### src/rtl/board_mem_arbiter_if.sv
// Request/grant and board RAM bus bundle for the board memory arbiter.
// slave = arbiter side, master = requesters plus RAM.
interface board_mem_arbiter_if #(
  parameter int ADDR_W = 7,
  parameter int DATA_W = 2
);
  logic              req_flip;
  logic              we_flip;
  logic [ADDR_W-1:0] addr_flip;
  logic [DATA_W-1:0] wdata_flip;
  logic              req_vali;
  logic [ADDR_W-1:0] addr_vali;
  logic              req_draw;
  logic [ADDR_W-1:0] addr_draw;

  logic              gnt_flip;
  logic              gnt_vali;
  logic              gnt_draw;
  logic              rvalid_flip;
  logic              rvalid_vali;
  logic              rvalid_draw;
  logic [DATA_W-1:0] rdata;

  logic [ADDR_W-1:0] mem_addr;
  logic              mem_we;
  logic [DATA_W-1:0] mem_wdata;
  logic [DATA_W-1:0] mem_rdata;

  logic              busy;

  modport slave (
    input  req_flip, we_flip, addr_flip, wdata_flip,
    input  req_vali, addr_vali,
    input  req_draw, addr_draw,
    input  mem_rdata,
    output gnt_flip, gnt_vali, gnt_draw,
    output rvalid_flip, rvalid_vali, rvalid_draw, rdata,
    output mem_addr, mem_we, mem_wdata,
    output busy
  );

  modport master (
    output req_flip, we_flip, addr_flip, wdata_flip,
    output req_vali, addr_vali,
    output req_draw, addr_draw,
    output mem_rdata,
    input  gnt_flip, gnt_vali, gnt_draw,
    input  rvalid_flip, rvalid_vali, rvalid_draw, rdata,
    input  mem_addr, mem_we, mem_wdata,
    input  busy
  );
endinterface

### src/rtl/board_mem_arbiter.sv
// Single-port board RAM arbiter for flipper (rd/wr), validator (rd) and display (rd).
// One transaction in flight; display is force-granted after STARVE_MAX waiting cycles.
//
//  state    | meaning
//  S_IDLE   | waiting for any request; winner latched on the edge leaving this state
//  S_ISSUE  | address (and write) on the RAM bus, grant pulse to the winner
//  S_RDWAIT | waiting RD_LAT cycles for RAM data; rvalid follows the last one
module board_mem_arbiter #(
  parameter int ADDR_W     = 7,
  parameter int DATA_W     = 2,
  parameter int NUM_CELLS  = 100,
  parameter int RD_LAT     = 1,
  parameter int STARVE_MAX = 8
) (
  input  logic               clock,
  input  logic               reset,
  board_mem_arbiter_if.slave bus
);
  localparam int WAIT_W   = (RD_LAT > 1) ? $clog2(RD_LAT) : 1;
  localparam int STARVE_W = $clog2(STARVE_MAX + 1);

  localparam logic [WAIT_W-1:0]   WAIT_LAST  = WAIT_W'(RD_LAT - 1);
  localparam logic [STARVE_W-1:0] STARVE_TOP = STARVE_W'(STARVE_MAX);
  localparam logic [ADDR_W:0]     CELL_END   = (ADDR_W + 1)'(NUM_CELLS);

  typedef enum logic [1:0] {S_IDLE, S_ISSUE, S_RDWAIT} state_t;
  typedef enum logic [1:0] {ID_FLIP, ID_VALI, ID_DRAW} req_id_t;

  state_t            state;
  state_t            state_nxt;

  logic              any_req;
  logic              draw_forced;
  req_id_t           win_id;
  logic [ADDR_W-1:0] win_addr;
  logic              win_we;
  logic [DATA_W-1:0] win_wdata;

  req_id_t           lat_id;
  logic [ADDR_W-1:0] lat_addr;
  logic              lat_we;
  logic [DATA_W-1:0] lat_wdata;
  logic              lat_oob;

  logic [WAIT_W-1:0]   wait_cnt;
  logic                rd_last;
  logic [STARVE_W-1:0] starve_cnt;
  logic                draw_issue;

  logic              rvalid_flip_q;
  logic              rvalid_vali_q;
  logic              rvalid_draw_q;
  logic [DATA_W-1:0] rdata_q;

  assign any_req     = bus.req_flip | bus.req_vali | bus.req_draw;
  assign draw_forced = bus.req_draw && (starve_cnt == STARVE_TOP);
  assign rd_last     = (wait_cnt == WAIT_LAST);
  assign draw_issue  = (state == S_ISSUE) && (lat_id == ID_DRAW);

  // Winner selection: flip > vali > draw unless the display has starved.
  always_comb begin
    win_id    = ID_DRAW;
    win_addr  = bus.addr_draw;
    win_we    = 1'b0;
    win_wdata = '0;
    if (!draw_forced && bus.req_flip) begin
      win_id    = ID_FLIP;
      win_addr  = bus.addr_flip;
      win_we    = bus.we_flip;
      win_wdata = bus.wdata_flip;
    end else if (!draw_forced && bus.req_vali) begin
      win_id   = ID_VALI;
      win_addr = bus.addr_vali;
    end
  end

  always_ff @(posedge clock) begin
    if (!reset) begin
      state <= S_IDLE;
    end else begin
      state <= state_nxt;
    end
  end

  always_comb begin
    state_nxt = state;
    case (state)
      S_IDLE:   if (any_req) state_nxt = S_ISSUE;
      S_ISSUE:  state_nxt = lat_we ? S_IDLE : S_RDWAIT;
      S_RDWAIT: if (rd_last) state_nxt = S_IDLE;
      default:  state_nxt = S_IDLE;
    endcase
  end

  always_comb begin
    bus.gnt_flip = 1'b0;
    bus.gnt_vali = 1'b0;
    bus.gnt_draw = 1'b0;
    bus.mem_we   = 1'b0;
    bus.busy     = 1'b1;
    case (state)
      S_IDLE: bus.busy = 1'b0;
      S_ISSUE: begin
        bus.gnt_flip = (lat_id == ID_FLIP);
        bus.gnt_vali = (lat_id == ID_VALI);
        bus.gnt_draw = draw_issue;
        // Off-board addresses are border cells: never written.
        bus.mem_we   = lat_we && !lat_oob;
      end
      default: ;
    endcase
  end

  always_ff @(posedge clock) begin
    if (!reset) begin
      lat_id        <= ID_FLIP;
      lat_addr      <= '0;
      lat_we        <= 1'b0;
      lat_wdata     <= '0;
      lat_oob       <= 1'b0;
      wait_cnt      <= '0;
      starve_cnt    <= '0;
      rdata_q       <= '0;
      rvalid_flip_q <= 1'b0;
      rvalid_vali_q <= 1'b0;
      rvalid_draw_q <= 1'b0;
    end else begin
      rvalid_flip_q <= 1'b0;
      rvalid_vali_q <= 1'b0;
      rvalid_draw_q <= 1'b0;

      if ((state == S_IDLE) && any_req) begin
        lat_id    <= win_id;
        lat_addr  <= win_addr;
        lat_we    <= win_we;
        lat_wdata <= win_wdata;
        lat_oob   <= ({1'b0, win_addr} >= CELL_END);
      end

      if (state == S_ISSUE) begin
        wait_cnt <= '0;
      end else if (state == S_RDWAIT) begin
        wait_cnt <= wait_cnt + 1'b1;
      end

      if ((state == S_RDWAIT) && rd_last) begin
        rdata_q       <= lat_oob ? '0 : bus.mem_rdata;
        rvalid_flip_q <= (lat_id == ID_FLIP);
        rvalid_vali_q <= (lat_id == ID_VALI);
        rvalid_draw_q <= (lat_id == ID_DRAW);
      end

      if (!bus.req_draw || draw_issue) begin
        starve_cnt <= '0;
      end else if (starve_cnt != STARVE_TOP) begin
        starve_cnt <= starve_cnt + 1'b1;
      end
    end
  end

  assign bus.mem_addr    = lat_addr;
  assign bus.mem_wdata   = lat_wdata;
  assign bus.rdata       = rdata_q;
  assign bus.rvalid_flip = rvalid_flip_q;
  assign bus.rvalid_vali = rvalid_vali_q;
  assign bus.rvalid_draw = rvalid_draw_q;
endmodule

### src/flat_wrapper.sv
// flat-port wrapper written by rule: the top's interface ports become plain ports
module board_mem_arbiter_flat 
#(
  parameter int ADDR_W     = 7,
  parameter int DATA_W     = 2,
  parameter int NUM_CELLS  = 100,
  parameter int RD_LAT     = 1,
  parameter int STARVE_MAX = 8
)
  (clock, reset, bus_req_flip, bus_we_flip, bus_addr_flip, bus_wdata_flip, bus_req_vali, bus_addr_vali, bus_req_draw, bus_addr_draw, bus_mem_rdata, bus_gnt_flip, bus_gnt_vali, bus_gnt_draw, bus_rvalid_flip, bus_rvalid_vali, bus_rvalid_draw, bus_rdata, bus_mem_addr, bus_mem_we, bus_mem_wdata, bus_busy);
  board_mem_arbiter_if #(.ADDR_W(ADDR_W), .DATA_W(DATA_W)) bus_i ();
  input  logic clock;
  input  logic reset;
  input wire logic [$bits(bus_i.req_flip)-1:0] bus_req_flip;
  input wire logic [$bits(bus_i.we_flip)-1:0] bus_we_flip;
  input wire logic [$bits(bus_i.addr_flip)-1:0] bus_addr_flip;
  input wire logic [$bits(bus_i.wdata_flip)-1:0] bus_wdata_flip;
  input wire logic [$bits(bus_i.req_vali)-1:0] bus_req_vali;
  input wire logic [$bits(bus_i.addr_vali)-1:0] bus_addr_vali;
  input wire logic [$bits(bus_i.req_draw)-1:0] bus_req_draw;
  input wire logic [$bits(bus_i.addr_draw)-1:0] bus_addr_draw;
  input wire logic [$bits(bus_i.mem_rdata)-1:0] bus_mem_rdata;
  output wire logic [$bits(bus_i.gnt_flip)-1:0] bus_gnt_flip;
  output wire logic [$bits(bus_i.gnt_vali)-1:0] bus_gnt_vali;
  output wire logic [$bits(bus_i.gnt_draw)-1:0] bus_gnt_draw;
  output wire logic [$bits(bus_i.rvalid_flip)-1:0] bus_rvalid_flip;
  output wire logic [$bits(bus_i.rvalid_vali)-1:0] bus_rvalid_vali;
  output wire logic [$bits(bus_i.rvalid_draw)-1:0] bus_rvalid_draw;
  output wire logic [$bits(bus_i.rdata)-1:0] bus_rdata;
  output wire logic [$bits(bus_i.mem_addr)-1:0] bus_mem_addr;
  output wire logic [$bits(bus_i.mem_we)-1:0] bus_mem_we;
  output wire logic [$bits(bus_i.mem_wdata)-1:0] bus_mem_wdata;
  output wire logic [$bits(bus_i.busy)-1:0] bus_busy;
  assign bus_i.req_flip = bus_req_flip;
  assign bus_i.we_flip = bus_we_flip;
  assign bus_i.addr_flip = bus_addr_flip;
  assign bus_i.wdata_flip = bus_wdata_flip;
  assign bus_i.req_vali = bus_req_vali;
  assign bus_i.addr_vali = bus_addr_vali;
  assign bus_i.req_draw = bus_req_draw;
  assign bus_i.addr_draw = bus_addr_draw;
  assign bus_i.mem_rdata = bus_mem_rdata;
  assign bus_gnt_flip = bus_i.gnt_flip;
  assign bus_gnt_vali = bus_i.gnt_vali;
  assign bus_gnt_draw = bus_i.gnt_draw;
  assign bus_rvalid_flip = bus_i.rvalid_flip;
  assign bus_rvalid_vali = bus_i.rvalid_vali;
  assign bus_rvalid_draw = bus_i.rvalid_draw;
  assign bus_rdata = bus_i.rdata;
  assign bus_mem_addr = bus_i.mem_addr;
  assign bus_mem_we = bus_i.mem_we;
  assign bus_mem_wdata = bus_i.mem_wdata;
  assign bus_busy = bus_i.busy;
  board_mem_arbiter #(.ADDR_W(ADDR_W), .DATA_W(DATA_W), .NUM_CELLS(NUM_CELLS), .RD_LAT(RD_LAT), .STARVE_MAX(STARVE_MAX)) u_core (.clock(clock), .reset(reset), .bus(bus_i));
endmodule
### config.mk
export PLATFORM = sky130hd
export DESIGN_NAME = board_mem_arbiter_flat
export DESIGN_NICKNAME = d
export VERILOG_FILES = /design/src/rtl/board_mem_arbiter_if.sv /design/src/rtl/board_mem_arbiter.sv /design/src/flat_wrapper.sv
export SDC_FILE = /design/constraint.sdc
export NUM_CORES = 1
export LEC_CHECK = 0
export CAP_MARGIN = 20
export CORE_MARGIN = 2
export CORE_UTILIZATION = 45
export DETAILED_ROUTE_END_ITERATION = 12
export PLACE_DENSITY = 0.84
export SETUP_SLACK_MARGIN = 0.1
export SYNTH_ARGS = -nofsm -noshare
export SYNTH_HDL_FRONTEND = slang
export SYNTH_SLANG_ARGS = --single-unit
export TNS_END_PERCENT = 20
### constraint.sdc
create_clock -name clock -period 2.7 [get_ports clock]
set_input_delay 0.54 -clock clock [delete_from_list [all_inputs] [get_ports clock]]
set_output_delay 0.54 -clock clock [all_outputs]
set_load 0.005 [all_outputs]
==> impl_metrics.toml <==
[outcome]
status = "finished clean"

[critical_path]
critPathRequiredTime_ns = 2.16
critPathArrivalTime_ns = 1.66
worst_setup_path_end_kind = "primary output"
reg2reg_from = "u_core.starve_cnt[0]"
critPathMaxStageDelay_ns = 0.55
start_kind = "register"
cp_slowest_cell = "clkdlybuf4s50_1"
startpoint = "u_core.state[1]"
path_class = "register to primary output"
crit_path_max_fanout = 7
path_cells = "nand2b_1, nor3_1, clkdlybuf4s50_1"

[pwr]
p_seq_share_pct = 52.8
power.density_nw_per_um2 = 444.3
intPower_uw = 568.6
clkPwrFrac_pct = 20.7
peakVddDrop_mv = 0.4089
p_leak_nw = 0.6608
pwr-share-comb_pct = 26.5
p_sw_share_pct = 26.83
switching_power_uw = 208.5

[routing]
drt-wirelength-per-cell_um = 14.12
ant_nets = 0
vias_per_cell = 5.441
firstDrtPassIters = 4
drtIter0Drc = 60
vias = 1235
drc = 0
routed_wl_um = 3206

[synth]
async_reset_ff_share_pct = 0
yosysTopAreaCell = "dfxtp_1"
synth_top_cell_area_share_pct = 41.45
ys.warnings.count = 0
synthMostInstantiatedCell = "dfxtp_1"
ys_types = 39
synth_seq_area_share_pct = 41.45
synth_area_um2 = 1207
avgSynthCellArea_um2 = 8.214
synth_nets = 180
synthFlopType = "dfxtp_1"
ys_ff_latch = 25
synth_cells = 147
synth-edff-count = 0
synthTopCellsByArea = "dfxtp_1 (41%), nor2_1 (7.2%), a21oi_1 (5.0%), nand3_1 (4.6%), nand2_1 (3.7%)"
synth_common_cells = "dfxtp_1 (25), nor2_1 (23), a21oi_1 (12), nand2_1 (12), nand3_1 (11)"

[clock_tree]
cts_setup_buffers = 0
clk-insertion-delay-late_ns = 0.31
clockRootBuffer = "clkbuf_4"
cts_tree = "done"
hold_buffers = 0
cts_buffer_depth = 2
clk_pin_slew_ns = 0.13
htreeDepth = 1
cts_buffers = 3
ctsResizeCount = 0
clock-sinks = 25

[placed_design]
dpl.hpwl_um = 2588
place_ws_ns = 0.3064
io_buffers = 49
gp_congestion = 0.8185

[grt]
use_met1_pct = 26.22
overflow = 0
use_met2_pct = 37.41
grt_use_total_pct = 21.37
grt_pass1_wl_um = 5278
met3_usage_pct = 4.884
grt_pass1_vias = 1173
top_usage_layer = "met2"
antenna_found_initial = 0
grt_max_degree = 15

[sta]
setup_ws_ns = 0.5028
fin_crit_ns = 2.197
slew_viol_final = 0
fin_crit_sh_pct = 81.38
finClkSkew_ns = 0.009662
clock.fmax_mhz = 455.1
setup_viol = 0
relSlewSlack_pct = 62.18
setup_tns_ns = 0
finalHoldViolations = 0
rsz0062_at_grt = "no"
worst_pin_slew_ns = 0.5530

[min_path]
hp-start = "u_core.bus.mem_addr[2]"
hold_class = "register to register"

[floorplanning]
rows = 18
die_w_um = 55.80
dieArea_um2 = 3114
start_util_pct = 48.30
die_y_um = 55.80
core_area_um2 = 2500
io_pins = 50

[flow_run]
max-cap-violations = 0

[final_layout]
nets = 231
fin_util_pct = 69.97
drive_above_1_share_pct = 5.584
syn2layout_area_growth_pct = 44.87
n_antenna_cell = 0
per-stage QoR:
| stage | std cells | hold slack, ns | total power [mW] | area (um^2) |
|---|---|---|---|---|
| 2_1_floorplan | 147 | 0.4527 | 0.5163 | 1207 |
| 3_5_place_dp | 223 | 0.4572 | 0.6241 | 1723 |
| 6_report | 227 | 0.4758 | 0.7771 | 1749 |
| 3_3_place_gp | 223 | 0.4583 | 0.6182 | 1723 |
| 4_1_cts | 227 | 0.4752 | 0.7841 | 1749 |
| 5_1_grt | 227 | 0.5015 | 0.8208 | 1749 |
power by group through the flow:
stage / combinational [mW] / sequential [mW] / clock, mW
floorplan: 0.0997 / 0.417 / 0
global placement: 0.201 / 0.417 / 0
detailed placement: 0.206 / 0.419 / 0
CTS: 0.207 / 0.410 / 0.167
global route: 0.226 / 0.413 / 0.182
finish: 0.206 / 0.410 / 0.161
layer usage:
metal,vias up,share of wire (%)
met4,0,1.1
met2,39,50
met1,573,44
li1,619,-
met5,-,0
met3,4,4.9
sequential cells by signal, indices dropped and copies added (netlist names):
register	count
u_core.bus.mem_addr	7
u_core.starve_cnt	4
u_core.bus.mem_wdata	2
u_core.bus.rdata	2
u_core.lat_id	2
u_core.state	2
u_core.bus.rvalid_draw	1
u_core.bus.rvalid_flip	1
u_core.bus.rvalid_vali	1
u_core.lat_oob	1
u_core.lat_we	1
u_core.wait_cnt	1
cell usage in the layout (no fill, tap or decap):
master and n:
a2111oi_0 1, or2_4 1, nand3b_1 3, o221ai_2 1, clkbuf_4 3, and3_1 2, inv_1 6, a32oi_1 1
ha_1 2, or2b_1 1, clkbuf_1 1, o41ai_2 1, and2_1 1, a211oi_1 1, clkdlybuf4s50_1 49, mux2i_1 1
nand3_1 11, a22oi_1 4, a31oi_4 1, a311oi_1 1, a21oi_1 12, or2_1 1, xnor2_1 1, o21ai_0 8
dfxtp_1 25, o221a_2 1, buf_4 3, and4b_1 1, nor2b_1 1, nor3_1 5, nand2_1 12, nor2_1 23
o211ai_1 1, nor3b_1 1, o22a_1 1, o22ai_1 1, xor2_1 1, nand2b_1 5, nand4b_1 1, o21a_1 1
worst max-delay path, delay by kind of cell (launching register included):
kind          cells  cell delay [ns]
buf+inv           1             0.55
simple gates      2             0.46
flops             1             0.34
cell type report:
type	instances	area, um^2
sequential	25	500.5
timing repair buffer	52	513.0
inverter	6	22.52
tap	30	37.54
multi-input combinational	110	649.4
clock buffer	4	26.28
fill	213	750.7
final timing paths:
path         slack, ns  cells past startpoint                endpoint
max               0.50                      3            bus_gnt_flip
min               0.48                      2  u_core.bus.mem_addr[2]
max reg2reg       0.85                      8  u_core.bus.mem_addr[1]
min reg2reg       0.48                      2  u_core.bus.mem_addr[2]
cells by family after synthesis:
kind of cell    share of synthesized area (%)
simple gates                            28.08
compound gates                          21.35
flops                                   41.45
buf+inv                                 4.766
xor+xnor                                1.451
fa+ha+maj                               2.072
mux                                    0.8290
Note: power is estimated with default switching activity, not from simulation.
